[config.mk]
export PLATFORM = sky130hd
export DESIGN_NAME = exc3_serial_rx
export DESIGN_NICKNAME = d
export VERILOG_FILES = /design/src/rtl/exc3_serial_rx.sv
export SDC_FILE = /design/constraint.sdc
export NUM_CORES = 1
export LEC_CHECK = 0
export BUFFER_PORTS_ARGS = -buffer_cell sky130_fd_sc_hd__buf_4
export CORE_ASPECT_RATIO = 1.1
export CORE_MARGIN = 1
export CORE_UTILIZATION = 35
export CTS_CLUSTER_DIAMETER = 80
export CTS_CLUSTER_SIZE = 28
export DETAILED_ROUTE_END_ITERATION = 7
export RECOVER_POWER = 100
export SLEW_MARGIN = 20
export SYNTH_ARGS = -nofsm -noshare
export SYNTH_HDL_FRONTEND = slang
export SYNTH_SLANG_ARGS = --single-unit
[constraint.sdc]
create_clock -name clk -period 1.8 [get_ports clk]
set_input_delay 0.09 -clock clk [delete_from_list [all_inputs] [get_ports clk]]
set_output_delay 0.09 -clock clk [all_outputs]
set_load 0.005 [all_outputs]
[src/rtl/exc3_serial_rx.sv]
// Serial excess-3 frame receiver: shifts DIGITS digits in LSB first,
// flags illegal codes and holds the word behind a valid/ready handshake.
module exc3_serial_rx #(
    parameter int DIGITS = 2,
    parameter int CW     = 5
) (
    input  logic              clk,
    input  logic              rst_n,
    input  logic              start,
    input  logic              sin,
    input  logic              sin_en,
    output logic [4*DIGITS-1:0] a_out,
    output logic              out_valid,
    input  logic              out_ready,
    output logic              code_err,
    output logic              overrun,
    output logic              busy
);
    localparam int W = 4 * DIGITS;
    localparam logic [CW-1:0] LAST = CW'(W - 1);

    typedef enum logic [1:0] {
        IDLE,
        SHIFT,
        HOLD
    } state_e;

    state_e        state_q, state_d;
    logic [CW-1:0] cnt_q, cnt_d;
    logic [W-1:0]  a_q, a_d;
    logic [W-1:0]  a_shift;
    logic          valid_q, valid_d;
    logic          err_q, err_d;
    logic          ovr_q, ovr_d;
    logic          busy_q, busy_d;

    function automatic logic word_err(input logic [W-1:0] w);
        logic e;
        e = 1'b0;
        for (int k = 0; k < DIGITS; k++) begin
            if (w[4*k +: 4] < 4'd3 || w[4*k +: 4] > 4'd12) begin
                e = 1'b1;
            end
        end
        return e;
    endfunction

    always_comb begin
        a_shift = a_q;
        for (int i = 0; i < W; i++) begin
            if (cnt_q == CW'(i)) begin
                a_shift[i] = sin;
            end
        end
    end

    always_comb begin
        state_d = state_q;
        cnt_d   = cnt_q;
        a_d     = a_q;
        valid_d = valid_q;
        err_d   = err_q;
        ovr_d   = ovr_q;
        unique case (state_q)
            IDLE: begin
                if (start) begin
                    state_d = SHIFT;
                    cnt_d   = '0;
                    a_d     = '0;
                end
            end
            SHIFT: begin
                if (start) begin
                    cnt_d = '0;
                    a_d   = '0;
                end else if (sin_en) begin
                    a_d   = a_shift;
                    cnt_d = cnt_q + 1'b1;
                    if (cnt_q == LAST) begin
                        state_d = HOLD;
                        cnt_d   = '0;
                        valid_d = 1'b1;
                        err_d   = word_err(a_shift);
                    end
                end
            end
            HOLD: begin
                if (out_ready) begin
                    valid_d = 1'b0;
                    err_d   = 1'b0;
                    ovr_d   = 1'b0;
                    state_d = start ? SHIFT : IDLE;
                    if (start) begin
                        cnt_d = '0;
                        a_d   = '0;
                    end
                end else if (sin_en) begin
                    ovr_d = 1'b1;
                end
            end
            default: state_d = IDLE;
        endcase
        busy_d = (state_d == SHIFT);
    end

    always_ff @(posedge clk) begin
        if (!rst_n) begin
            state_q <= IDLE;
            cnt_q   <= '0;
            a_q     <= '0;
            valid_q <= 1'b0;
            err_q   <= 1'b0;
            ovr_q   <= 1'b0;
            busy_q  <= 1'b0;
        end else begin
            state_q <= state_d;
            cnt_q   <= cnt_d;
            a_q     <= a_d;
            valid_q <= valid_d;
            err_q   <= err_d;
            ovr_q   <= ovr_d;
            busy_q  <= busy_d;
        end
    end

    assign a_out     = a_q;
    assign out_valid = valid_q;
    assign code_err  = err_q;
    assign overrun   = ovr_q;
    assign busy      = busy_q;
endmodule

==> results_dict.tcl, run 1 <==
set metrics [dict create \
    wire_per_inst_um 13.1 \
    crit_type "flop to flop" \
    h-tree-depth 1 \
    place_congestion 0.831 \
    slew_viol_final 0 \
    period_needed_ns 1.80 \
    synthDistinctLibCells 34 \
    overflow 0 \
    p_per_area_mw_per_mm2 520 \
    clk_pin_slew_worst_paths_ns 0.12 \
    setup_tns_ns 0 \
    synthAdderAreaFrac_pct 4.60 \
    muxShareOfSynthArea_pct 7.36 \
    clk_latency_ns 0.30 \
    synth_cells 120 \
    ios 18 \
    vias 916 \
    fin_ws_ns 0.00486 \
    dp.cells 166 \
    fmax_mhz 557 \
    first_iter_violations 14 \
    core_area_mm2 0.00285 \
    multi_input_area_um2 721 \
    netlist_area_mm2 0.00109 \
    cts_buffer_depth 2 \
    synth_seq_cells 19 \
    grt_pass1_vias 847 \
    holdCritPathClass "input port to flop" \
    use_met2_pct 25.1 \
    synth_area_leaders "dfxtp_1 35%, nor2b_1 10%, mux2i_1 7.4%" \
    fillers 305 \
    die_area_mm2 0.00334 \
    cp.arrival_ns 1.97 \
    layout.nets 153 \
    required_ns 1.98 \
    cts-root-buf "clkbuf_4" \
    io_buffers 17 \
    stdcell_area_mm2 0.00138 \
    synth_compound_area_share_pct 13.3 \
    cellLeakagePower_nw 0.493 \
    synth_top_cell_by_area "dfxtp_1" \
    synth.yosys.seq_area_share_pct 34.9 \
    finalNonFillerCells 175 \
    fin_crit_sh_pct 99.7 \
    drtPass1Iterations 4 \
    dieWidth_um 55.2 \
    use_met3_pct 1.75 \
    viasPerCell 5.23 \
    synth_xor_area_share_pct 1.61 \
    hpwl_um 1560 \
    seq_area_um2 392 \
    critPathMaxFanout 5 \
    area_delta_synth_final_pct 26.7 \
    met1_usage_pct 20.9 \
    hold_violations 0 \
    cp-end-kind "flop" \
    cp-start-kind "flop" \
    layout_commonest_cell "nor2b_1" \
    slew_headroom_pct 78.1 \
    die_h_um 60.5 \
    status "finished clean" \
    irDropWorstVdd_v 0.000355 \
    cts_tree "built" \
    setup_viol 0 \
    final_cell_mix "18 x nor2b_1, 15 x clkbuf_4, 14 x dfxtp_1, 13 x buf_4, 12 x a21oi_1" \
    yosysWarnings 0 \
    antenna_cells 0 \
    finalPower_w 0.000716 \
    numCtsBuffers 3 \
    grt_use_total_pct 15.6 \
    routed_wl_um 2290 \
    drive_above_1_share_pct 32.4 \
    synthSimpleGateAreaFrac_pct 33.4 \
    syn_nets 130 \
    antenna_found_initial 0 \
    drc 0 \
    synth_area_per_cell_um2 9.07 \
    cts.sinks 19 \
    pre_cts_ws_ns -0.0845 \
    synth_top_area_share_pct 34.9 \
    start_util_pct 38.2 \
    row_count 20 \
    rsz0062_at_grt "yes" \
    cap_violations 0 \
    tightestPinTransition_ns 0.328 \
    grt_start_max_net_pins 20 \
    grt_pass1_wl_um 3790 \
    drtAntennaViolNets 0 \
    grt.busiest_layer "met2" \
    synth_top_family_by_area "simple AND/OR/NAND/NOR gates" \
    finClkSkew_ns 0.00751 \
    postPlaceCellArea_mm2 0.00124 \
]
metal layers:
| layer | wire length, µm | part of all wire (%) | up-vias |
|---|---|---|---|
| met5 | 0 | 0 | - |
| met4 | 23 | 1.0 | 0 |
| met3 | 67 | 2.9 | 4 |
| met2 | 1080 | 47 | 14 |
| met1 | 1120 | 49 | 437 |
| li1 | - | - | 461 |
worst max-delay path, cell delays in order (launching register included):
cell,delay [ns]
dfxtp_4,0.39
inv_4,0.07
ha_4,0.13
nor4b_4,0.25
mux2i_2,0.31
a211o_1,0.17
nand2_1,0.07
nor3_2,0.20
o22ai_1,0.09
kinds of logic after synthesis:
logic type	Yosys count
xor gates and xnor gates	2
AOI/OAI and AO/OA	24
DFF	19
and+or+nand+nor	54
muxes	8
adders and majority gates	4
buffers and inverters	9
stage by stage:
stage / utilization [%] / hold WS [ns]
2_1_floorplan: - / 0.245
3_3_place_gp: 43.3 / 0.371
3_5_place_dp: 43.3 / 0.384
4_1_cts: 46.2 / 0.0617
5_1_grt: 48.3 / 0.0784
6_report: 48.3 / 0.0649
power by group:
group	switching, W	internal [W]	leakage (nW)
registers	0.00000252	0.000422	0.157
logic	0.0000356	0.0000366	0.318
clock network	0.000137	0.0000826	0.0177
synth_stat cells:
library cell and instances:
dfxtp_1 19, nor2b_1 18, a21oi_1 12, nor2_1 11, mux2i_1 8, nand2_1 6
ha_1 4, and4bb_1 3, clkbuf_1 3, nand2b_1 3, nor4b_2 3, a21boi_1 2
buf_2 2, buf_6 2, inv_1 2, nand3_1 2, nor3_1 2, o21ai_1 2
a211o_1 1, a211oi_1 1, a22oi_1 1, and2_1 1, and4bb_2 1, nand3b_1 1
nand4b_1 1, nor4b_4 1, o211a_1 1, o211ai_1 1, o21a_1 1, o21ai_0 1
o22ai_1 1, or4_1 1, xnor2_1 1, xor2_1 1
layout make-up:
| type | count | share of cell area [%] |
|---|---|---|
| clock inverter | 1 | 0.363 |
| clock buffer | 3 | 1.63 |
| sequential | 19 | 28.4 |
| inverter | 2 | 0.726 |
| multi-input combinational | 92 | 52.3 |
| timing repair buffer | 25 | 13.6 |
| tap | 33 | 2.99 |
flip-flops by register name, indices dropped and copies added, names as in the netlist:
name / flops
out_valid: 1
state_q: 2
code_err: 1
busy: 1
cnt_q: 5
overrun: 1
a_out: 8
what timing repair did:
action,in CTS,in global routing
setup buffers,3,2
hold buffers,0,0
pin swaps,2,4
setup endpoints to repair,1,2
resized for setup,8,12
worst paths after layout:
kind / to / cells past startpoint / start / slack [ns]
max reg2reg: code_err / 8 / cnt_q[1] / 0.005
min: overrun / 3 / sin_en / 0.06
min reg2reg: code_err / 2 / code_err / 0.50
max: code_err / 8 / cnt_q[1] / 0.005
(Power assumes the default switching activity.)
==> run 2, diff against run 1 <==
--- a/constraint.sdc
+++ b/constraint.sdc
@@ -3,2 +3,2 @@
 set_output_delay 0.09 -clock clk [all_outputs]
-set_load 0.005 [all_outputs]
+set_load 0.02 [all_outputs]
==> run 2 against run 1 <==
Against the previous run: non-clock buffer count stayed put; highest routed layer unchanged; final cell count unchanged; global-route usage stayed put; sequential power about the same; critical endpoint unchanged; via count grew 0.22%; clock skew barely moved; routed wire length shrank 0.13%; final area decreased by 3.3%; count of clock-buffer cells in the layout unchanged; combinational power grew 1%; maximum frequency about the same; register-to-register slack about the same; largest cell class unchanged.
==> results_dict.tcl, run 2 (same netlist as run 1, synthesis figures left out) <==
set metrics [dict create \
    status "finished clean" \
    grt_start_max_net_pins 20 \
    hold_slack_ns 0.0649 \
    final_util_pct 46.8 \
    cp.arrival_ns 1.97 \
    fin_crit_sh_pct 99.6 \
    setup_viol 0 \
    final_cell_mix "18 x nor2b_1, 14 x dfxtp_1, 13 x buf_4, 12 x a21oi_1, 12 x clkbuf_1" \
    drtPass1Iterations 4 \
    cp-start-kind "flop" \
    wire_per_inst_um 13.1 \
    required_ns 1.98 \
    slew_headroom_pct 78.1 \
    fin_ws_ns 0.00655 \
    drtAntennaViolNets 0 \
    cap_violations 0 \
    stdcell_area_mm2 0.00133 \
    vias 918 \
    critPathMaxFanout 5 \
    h-tree-depth 1 \
    cp-end-kind "flop" \
    place_congestion 0.831 \
    slowest_stage "dfxtp_4" \
    postPlaceCellArea_mm2 0.00124 \
    antenna_cells 0 \
    die_area_mm2 0.00334 \
    cellLeakagePower_nw 0.449 \
    layout.nets 153 \
    start_util_pct 38.2 \
    io_buffers 17 \
    numCtsBuffers 3 \
    viasPerCell 5.25 \
    path_cells "inv_4, ha_4, nor4b_4, mux2i_2, a211o_1, nand2_1, nor3_2, o22ai_1" \
    finClkSkew_ns 0.00752 \
    p_per_area_mw_per_mm2 538 \
    routed_wl_um 2290 \
    pre_cts_ws_ns -0.0845 \
    drc 0 \
    rsz0062_at_grt "yes" \
    cts_buffer_depth 2 \
    reg2reg_slack_ns 0.007 \
    ios 18 \
    dieWidth_um 55.2 \
    cts_tree "built" \
    area_delta_synth_final_pct 22.5 \
    drive_above_1_share_pct 23.9 \
    antenna_found_initial 0 \
    grt_pass1_vias 847 \
    clk_latency_ns 0.30 \
    cts.sinks 19 \
    slew_viol_final 0 \
    core_area_mm2 0.00285 \
    cpPeakStageDelay_ns 0.39 \
    irDropWorstVdd_v 0.000355 \
    holdCritPathClass "input port to flop" \
    largest_reg_flops 8 \
    clk_pin_slew_worst_paths_ns 0.12 \
    tightestPinTransition_ns 0.328 \
    crit_type "flop to flop" \
    first_iter_violations 14 \
    die_h_um 60.5 \
    period_needed_ns 1.79 \
    row_count 20 \
    crit_family "simple AND/OR/NAND/NOR gates" \
    grt_use_total_pct 15.6 \
    path_buf_inv 1 \
    hold_violations 0 \
    fmax_mhz 558 \
    grt_pass1_wl_um 3790 \
    setup_tns_ns 0 \
    cts-root-buf "clkbuf_4" \
    overflow 0 \
    hpwl_um 1560 \
    fillers 314 \
    layout_commonest_cell "nor2b_1" \
]
==> run 2: through the flow <==
stage,total power (W),cells
after floorplan,0.000476,120
after global placement,0.000499,166
after detailed placement,0.000500,166
after CTS,0.000724,173
after global routing,0.000752,175
final,0.000717,175
==> run 2: area by class of cell <==
class | instances | area, µm² | area share, %
clock buffer | 3 | 22.5 | 1.69
tap | 33 | 41.3 | 3.10
timing repair buffer | 25 | 143 | 10.7
inverter | 2 | 10.0 | 0.750
sequential | 19 | 392 | 29.4
clock inverter | 1 | 5.00 | 0.375
multi-input combinational | 92 | 721 | 54.0
==> run 2: where the power goes <==
part / internal [W] / switching, W / total (W)
logic: 0.0000353 / 0.0000379 / 0.0000732
registers: 0.000422 / 0.00000252 / 0.000425
clock network: 0.0000826 / 0.000137 / 0.000220
total: 0.000540 / 0.000177 / 0.000717
==> run 2: per-layer routing <==
metal | track usage [%] | vias to the layer above | routed length, µm
li1 | - | 461 | -
met1 | 20.9 | 439 | 1120
met2 | 25.1 | 14 | 1080
met3 | 1.75 | 4 | 61
met4 | 6.43 | 0 | 23
met5 | 0 | - | 0
==> run 2: final timing paths <==
path | start | end | depth (start not counted)
hold reg to reg | code_err | code_err | 2
hold / removal | sin_en | overrun | 3
setup reg to reg | cnt_q[1] | code_err | 8
setup / recovery | cnt_q[1] | code_err | 8
==> run 2: worst min-delay path: cells and delay by family <==
kind	cells	cell delay (ns)
AND/OR/NAND/NOR	1	0.09
buffers and inverters	1	0.10
AO/OA/AOI/OAI	1	0.05
==> run 2: what timing repair did <==
item                                    in CTS  in global routing
endpoints found under the setup margin       1                  2
pin swaps                                    2                  4
setup buffers                                3                  2
gates cloned                                 0                  0
resized for setup                            8                 12
hold buffers                                 0                  0
